**src/rtl/rbp_dump_master.sv**
```systemverilog
// rbp_dump_master: host sequencer that pulls a recorded ADC buffer out of the capture MCU over the rbp bus
// Ports: sys_clk, sys_rst_n (async, active-low); start/stop_first/abort dump control;
//        rbp_req/rbp_cmd/rbp_rst/rbp_dat/rbp_ack/rbp_data MCU 4-phase handshake bus;
//        out_data/out_valid/out_ready 16-bit FWFT stream; busy/done/error/total_words/words_read status.
module rbp_dump_master #(
   parameter logic [23:0] MAX_WORDS   = 24'hFFFFFF,
   parameter int          FIFO_DEPTH  = 16,
   parameter int          TIMEOUT_CYC = 4096,
   parameter int          RST_CYC     = 8
) (
   input  logic        sys_clk,
   input  logic        sys_rst_n,
   input  logic        start,
   input  logic        stop_first,
   input  logic        abort,
   output logic        rbp_req,
   output logic [3:0]  rbp_cmd,
   output logic        rbp_rst,
   output logic        rbp_dat,
   input  logic        rbp_ack,
   input  logic [15:0] rbp_data,
   output logic [15:0] out_data,
   output logic        out_valid,
   input  logic        out_ready,
   output logic        busy,
   output logic        done,
   output logic        error,
   output logic [23:0] total_words,
   output logic [23:0] words_read
);
   localparam int AW = $clog2(FIFO_DEPTH);
   localparam logic [AW:0] FULL_LIM = (AW+1)'(FIFO_DEPTH - 1);
   localparam logic [31:0] TMO_LAST = 32'(TIMEOUT_CYC - 1);
   localparam logic [31:0] RST_LAST = 32'(RST_CYC - 1);
   localparam logic [2:0] S_IDLE = 3'd0, S_REQ = 3'd1, S_REL = 3'd2, S_FIN = 3'd3, S_TRST = 3'd4;
   localparam logic [3:0] C_RST = 4'd0, C_READ = 4'd1, C_POSLO = 4'd2, C_POSHI = 4'd3, C_STOP = 4'd6;
   logic [2:0]    state;
   logic          ack_m, ack_s;
   logic [23:0]   pos;
   logic [31:0]   tmo;
   logic [AW-1:0] wp, rp;
   logic [AW:0]   cnt;
   logic [15:0]   mem [FIFO_DEPTH];
   logic          push, pop, room, waiting;
   assign rbp_dat   = 1'b0;
   assign busy      = state != S_IDLE;
   assign out_valid = cnt != '0;
   assign out_data  = mem[rp];
   assign push      = state == S_REQ && rbp_req && ack_s && rbp_cmd == C_READ;
   assign pop       = out_valid && out_ready;
   // a read is only requested when its word is guaranteed a free slot
   assign room      = cnt < FULL_LIM;
   // phase timer runs only while actually waiting on the MCU, not while stalled on FIFO space
   assign waiting   = (state == S_REQ && rbp_req && !ack_s) || (state == S_REL && !ack_s);
   always_ff @(posedge sys_clk or negedge sys_rst_n)
      if (!sys_rst_n) begin
         ack_m <= 1'b0;
         ack_s <= 1'b0;
      end else begin
         ack_m <= rbp_ack;
         ack_s <= ack_m;
      end
   always_ff @(posedge sys_clk or negedge sys_rst_n)
      if (!sys_rst_n) begin
         wp  <= '0;
         rp  <= '0;
         cnt <= '0;
      end else begin
         wp  <= push ? wp + AW'(1) : wp;
         rp  <= pop ? rp + AW'(1) : rp;
         cnt <= cnt + (AW+1)'(push) - (AW+1)'(pop);
      end
   always_ff @(posedge sys_clk)
      if (push) mem[wp] <= rbp_data;
   always_ff @(posedge sys_clk or negedge sys_rst_n)
      if (!sys_rst_n) begin
         state       <= S_IDLE;
         rbp_req     <= 1'b0;
         rbp_cmd     <= 4'd0;
         rbp_rst     <= 1'b0;
         done        <= 1'b0;
         error       <= 1'b0;
         total_words <= 24'd0;
         words_read  <= 24'd0;
         pos         <= 24'd0;
         tmo         <= 32'd0;
      end else begin
         done <= 1'b0;
         tmo  <= (waiting || state == S_TRST) ? tmo + 32'd1 : 32'd0;
         if (waiting && tmo == TMO_LAST) begin
            rbp_req <= 1'b0;
            rbp_rst <= 1'b1;
            error   <= 1'b1;
            tmo     <= 32'd0;
            state   <= S_TRST;
         end else
            case (state)
               S_IDLE: if (start) begin
                  error      <= 1'b0;
                  words_read <= 24'd0;
                  rbp_cmd    <= stop_first ? C_STOP : C_POSLO;
                  state      <= S_REQ;
               end
               S_REQ: if (!rbp_req) begin
                  if (abort) state <= S_FIN;
                  else if (rbp_cmd != C_READ || room) rbp_req <= 1'b1;
               end else if (ack_s) begin
                  rbp_req <= 1'b0;
                  state   <= S_REL;
                  if (rbp_cmd == C_POSLO) pos[15:0] <= rbp_data;
                  if (rbp_cmd == C_POSHI) pos[23:16] <= rbp_data[7:0];
                  if (rbp_cmd == C_READ) words_read <= words_read + 24'd1;
               end
               S_REL: if (!ack_s) begin
                  if (abort) state <= S_FIN;
                  else if (rbp_cmd == C_STOP) begin
                     rbp_cmd <= C_POSLO;
                     state   <= S_REQ;
                  end else if (rbp_cmd == C_POSLO) begin
                     rbp_cmd <= C_POSHI;
                     state   <= S_REQ;
                  end else if (rbp_cmd == C_POSHI) begin
                     rbp_cmd     <= C_RST;
                     total_words <= pos > MAX_WORDS ? MAX_WORDS : pos;
                     state       <= S_REQ;
                  end else if (rbp_cmd == C_RST) begin
                     rbp_cmd <= C_READ;
                     state   <= total_words == 24'd0 ? S_FIN : S_REQ;
                  end else
                     state <= words_read == total_words ? S_FIN : S_REQ;
               end
               S_FIN: if (!out_valid) begin
                  done  <= 1'b1;
                  state <= S_IDLE;
               end
               S_TRST: if (tmo == RST_LAST) begin
                  rbp_rst <= 1'b0;
                  done    <= 1'b1;
                  state   <= S_IDLE;
               end
               default: state <= S_IDLE;
            endcase
      end
endmodule

```
**config.mk**
```make
export PLATFORM = sky130hd
export DESIGN_NAME = rbp_dump_master
export DESIGN_NICKNAME = d
export VERILOG_FILES = /design/src/rtl/rbp_dump_master.sv
export SDC_FILE = /design/constraint.sdc
export NUM_CORES = 1
export LEC_CHECK = 0
export BUFFER_PORTS_ARGS = -buffer_cell sky130_fd_sc_hd__buf_2
export CORE_ASPECT_RATIO = 0.7
export CORE_UTILIZATION = 35
export CTS_BUF_LIST = sky130_fd_sc_hd__clkbuf_4 sky130_fd_sc_hd__clkbuf_8
export DETAILED_ROUTE_END_ITERATION = 7
export HOLD_SLACK_MARGIN = 0.15
export SYNTH_ARGS = -nofsm -noshare
export SYNTH_HDL_FRONTEND = slang
export SYNTH_SLANG_ARGS = --single-unit
export TNS_END_PERCENT = 10
```
**constraint.sdc**
```tcl
create_clock -name sys_clk -period 6.5 [get_ports sys_clk]
set_clock_uncertainty 0.2 [all_clocks]
set_input_delay 1.3 -clock sys_clk [delete_from_list [all_inputs] [get_ports sys_clk]]
set_output_delay 1.3 -clock sys_clk [all_outputs]
set_load 0.1 [all_outputs]
```
==> flow_summary.toml <==
[setup_path]
crit_slowest_cell = "dfrtp_4"
endpoint_kind = "output pin"
cp_num_cells = 4
required_ns = 5.00
path_class = "flop to output pin"
crit_arrival_ns = 3.43
crit_path_cell_trace = "buf_4 -> mux4_2 -> mux4_2 -> buf_2"
path_max_fanout = 40
slowest_delay_ns = 0.96
rr_startpoint = "state[0]"
reg2reg_slack_ns = 2.53
crit_family = "multiplexers"
reg2reg_depth = 6
r2r_end = "mem[2][5]"
crit_top_cell = "mux4_2"
critPathBufInv = 2
cp-start-kind = "flop"

[placed_design]
dp.cells = 1643
io_buffers = 95
globalplace.congestion = 0.812
hpwl_mm = 23.4

[timing]
finalSetupViolations = 0
setup_tns_ns = 0
tightest_slew_ns = 1.23
finalCritPeriodShare_pct = 75.9
max_clock_freq_mhz = 203
rsz0062_at_grt = "false"
slew_headroom_pct = 17.8
hold_viol = 0
slew_violations = 0
layout_min_cycle_time_ns = 4.93

[cells_and_area]
layout-drive-gt1-share_pct = 31.2
instances_no_fill = 1756
syn2layout_area_growth_pct = 15.8
final_nets = 1141

[detailed_routing]
ant_nets = 0
vias = 9079
drt-initial-drc-count = 684
drt_pass1_iterations = 7
drc = 0
wirelength_mm = 37.9
wl_per_cell_um = 21.6
avgViaCountPerCell = 5.17

[yosys]
avgSynthCellArea_um2 = 16.7
synth-edff-count = 256
yosysWarnings = 0
yosysTopAreaCell = "edfxtp_1"
synth_area_um2 = 16200
yosysTopAreaCellShare_pct = 47.5
seq_area_frac_synth_pct = 67.5
post_synth_inst_count = 970
ys_types = 54
synth_seq_cells = 385
synthArstFlopShare_pct = 33.5
synthFlopType = "edfxtp_1"
yosys-top-cells-area = "edfxtp_1, dfrtp_1, mux4_2"

[global_route]
grt_pass1_wl_mm = 57.7
globalRouteOverflowTotal = 0
track_usage_pct = 16.4
grt_max_degree = 68
antenna_found_initial = 1
grt_pass1_vias = 9199

[flow_run]
drv_cap = 0

[clock_tree]
ctsHoldBuffers = 0
insertion_delay_ns = 0.61
cts_buffers = 60
clock_path_buffers = 3
post_cts_buffers = 0
cts_root_buf = "clkbuf_8"
ctsResizeCount = 0
cts_sinks = 385
cts_tree = "done"
clkSlewWorstSetupHoldPaths_ns = 0.07
cts_max_level = 2

[power]
vdd_drop_max_mv = 0.532
power_density_nw_per_um2 = 468
p_leak_nw = 6.99

[floorplan]
rows = 65
start_util_pct = 35.7
core_um2 = 45300
io_pins = 98
fp.dieArea_um2 = 47100
die_w_um = 259
die_h_um = 182

[run_status]
status = "complete, no violations"

[hold_path]
hp-start = "ack_m"
hold_depth = 0
hp-class = "flop to flop"
holdPathEnd = "ack_s"
-- kinds of logic (layout without fill, tap and decap cells) --
family | Yosys count | count (layout) | share of synthesized area [%]
xor gates and xnor gates | 80 | 80 | 4.33
and+or+nand+nor | 262 | 262 | 8.78
DFF | 385 | 385 | 67.5
buffers and inverters | 57 | 238 | 1.64
other | 1 | 3 | 0.0232
muxes | 129 | 129 | 15.0
adders and majority gates | 16 | 16 | 1.28
AOI/OAI and AO/OA | 40 | 40 | 1.49
-- per-stage QoR --
stage	worst slack [ns]	power [mW]	utilization, %	hold slack [ns]	instance area [um^2]
after floorplan	2.53	5.92	-	0.131	16200
after global placement	2.17	6.48	38.3	0.144	17300
after detailed placement	2.15	6.52	38.3	0.146	17300
after CTS	1.45	8.87	41.4	0.161	18700
after global routing	1.33	9.13	41.4	0.165	18700
final	1.57	8.77	41.4	0.160	18700
-- worst register-to-register path: stages, from the launching register on --
cell and delay, ns:
dfrtp_1 0.63, or3b_2 0.60, nor4_4 0.28, buf_4 0.33, inv_2 0.22, nor3_1 0.31, and2_1 1.01
-- final cells by class --
type | instances | area (um^2)
diodes | 1 | 2.50
clock buffers | 89 | 1080
clock inverters | 23 | 309
fillers | 4021 | 26600
inverters | 15 | 56.3
multi-input cells | 529 | 5010
flip-flops and latches | 385 | 10900
well taps | 603 | 754
repair buffers | 111 | 602
-- state kept, by name (all words and copies together) (netlist names) --
signal / count
wp: 4
total_words: 24
words_read: 24
rp: 4
tmo: 32
state: 3
rbp_req: 1
rbp_rst: 1
pos: 24
done: 1
rbp_cmd: 3
mem: 256
cnt: 5
ack_m: 1
ack_s: 1
error: 1
-- placed cells by master (no fill, tap or decap), drive strengths merged, types with 10 or more instances in the layout --
cell type / synthesis / routed
nor3: 15 / 15
xnor2: 25 / 25
inv: 15 / 16
nand4: 32 / 32
a21oi: 10 / 10
nand3: 20 / 20
nor2: 71 / 71
and3: 17 / 17
nor4: 27 / 27
edfxtp: 256 / 256
clkbuf: 27 / 89
mux2: 49 / 49
nand2: 31 / 31
dfrtp: 129 / 129
ha: 15 / 15
and2: 15 / 15
o21ai: 14 / 14
clkinv: 0 / 14
buf: 15 / 111
xor2: 55 / 55
mux4: 80 / 80
-- report_power, final --
group	internal, mW	switching (mW)
combinational	1.02	2.15
sequential	2.84	0.437
clock	1.35	0.970
total	5.21	3.56
-- how the worst max path moves through the flow --
stage / endpoint / start / slack [ns]
2_1_floorplan: out_data[0] / rp[0] / 2.53
3_3_place_gp: out_data[13] / rp[0] / 2.17
3_5_place_dp: out_data[13] / rp[0] / 2.15
4_1_cts: out_data[13] / rp[0] / 1.45
5_1_grt: out_data[13] / rp[0] / 1.33
6_report: out_data[13] / rp[0] / 1.57
-- layer usage --
metal,vias to the layer above,global-route usage [%],wire (um)
li1,4017,-,-
met1,4753,23.4,17600
met2,261,25.1,17500
met3,48,3.92,2350
met4,0,4.26,559
met5,-,0,0
-- cell usage after synthesis, types with 17 or more instances --
library cell  instances
edfxtp_1            256
mux2_4               20
mux4_2               80
mux2_2               29
nor4_1               26
xor2_1               55
dfrtp_1             129
nand3_1              19
xnor2_1              25
and3_1               17
nand4_1              31
nand2_1              31
nor2_1               71
clkbuf_1             27
No activity file was read; power rests on OpenSTA's default activity.
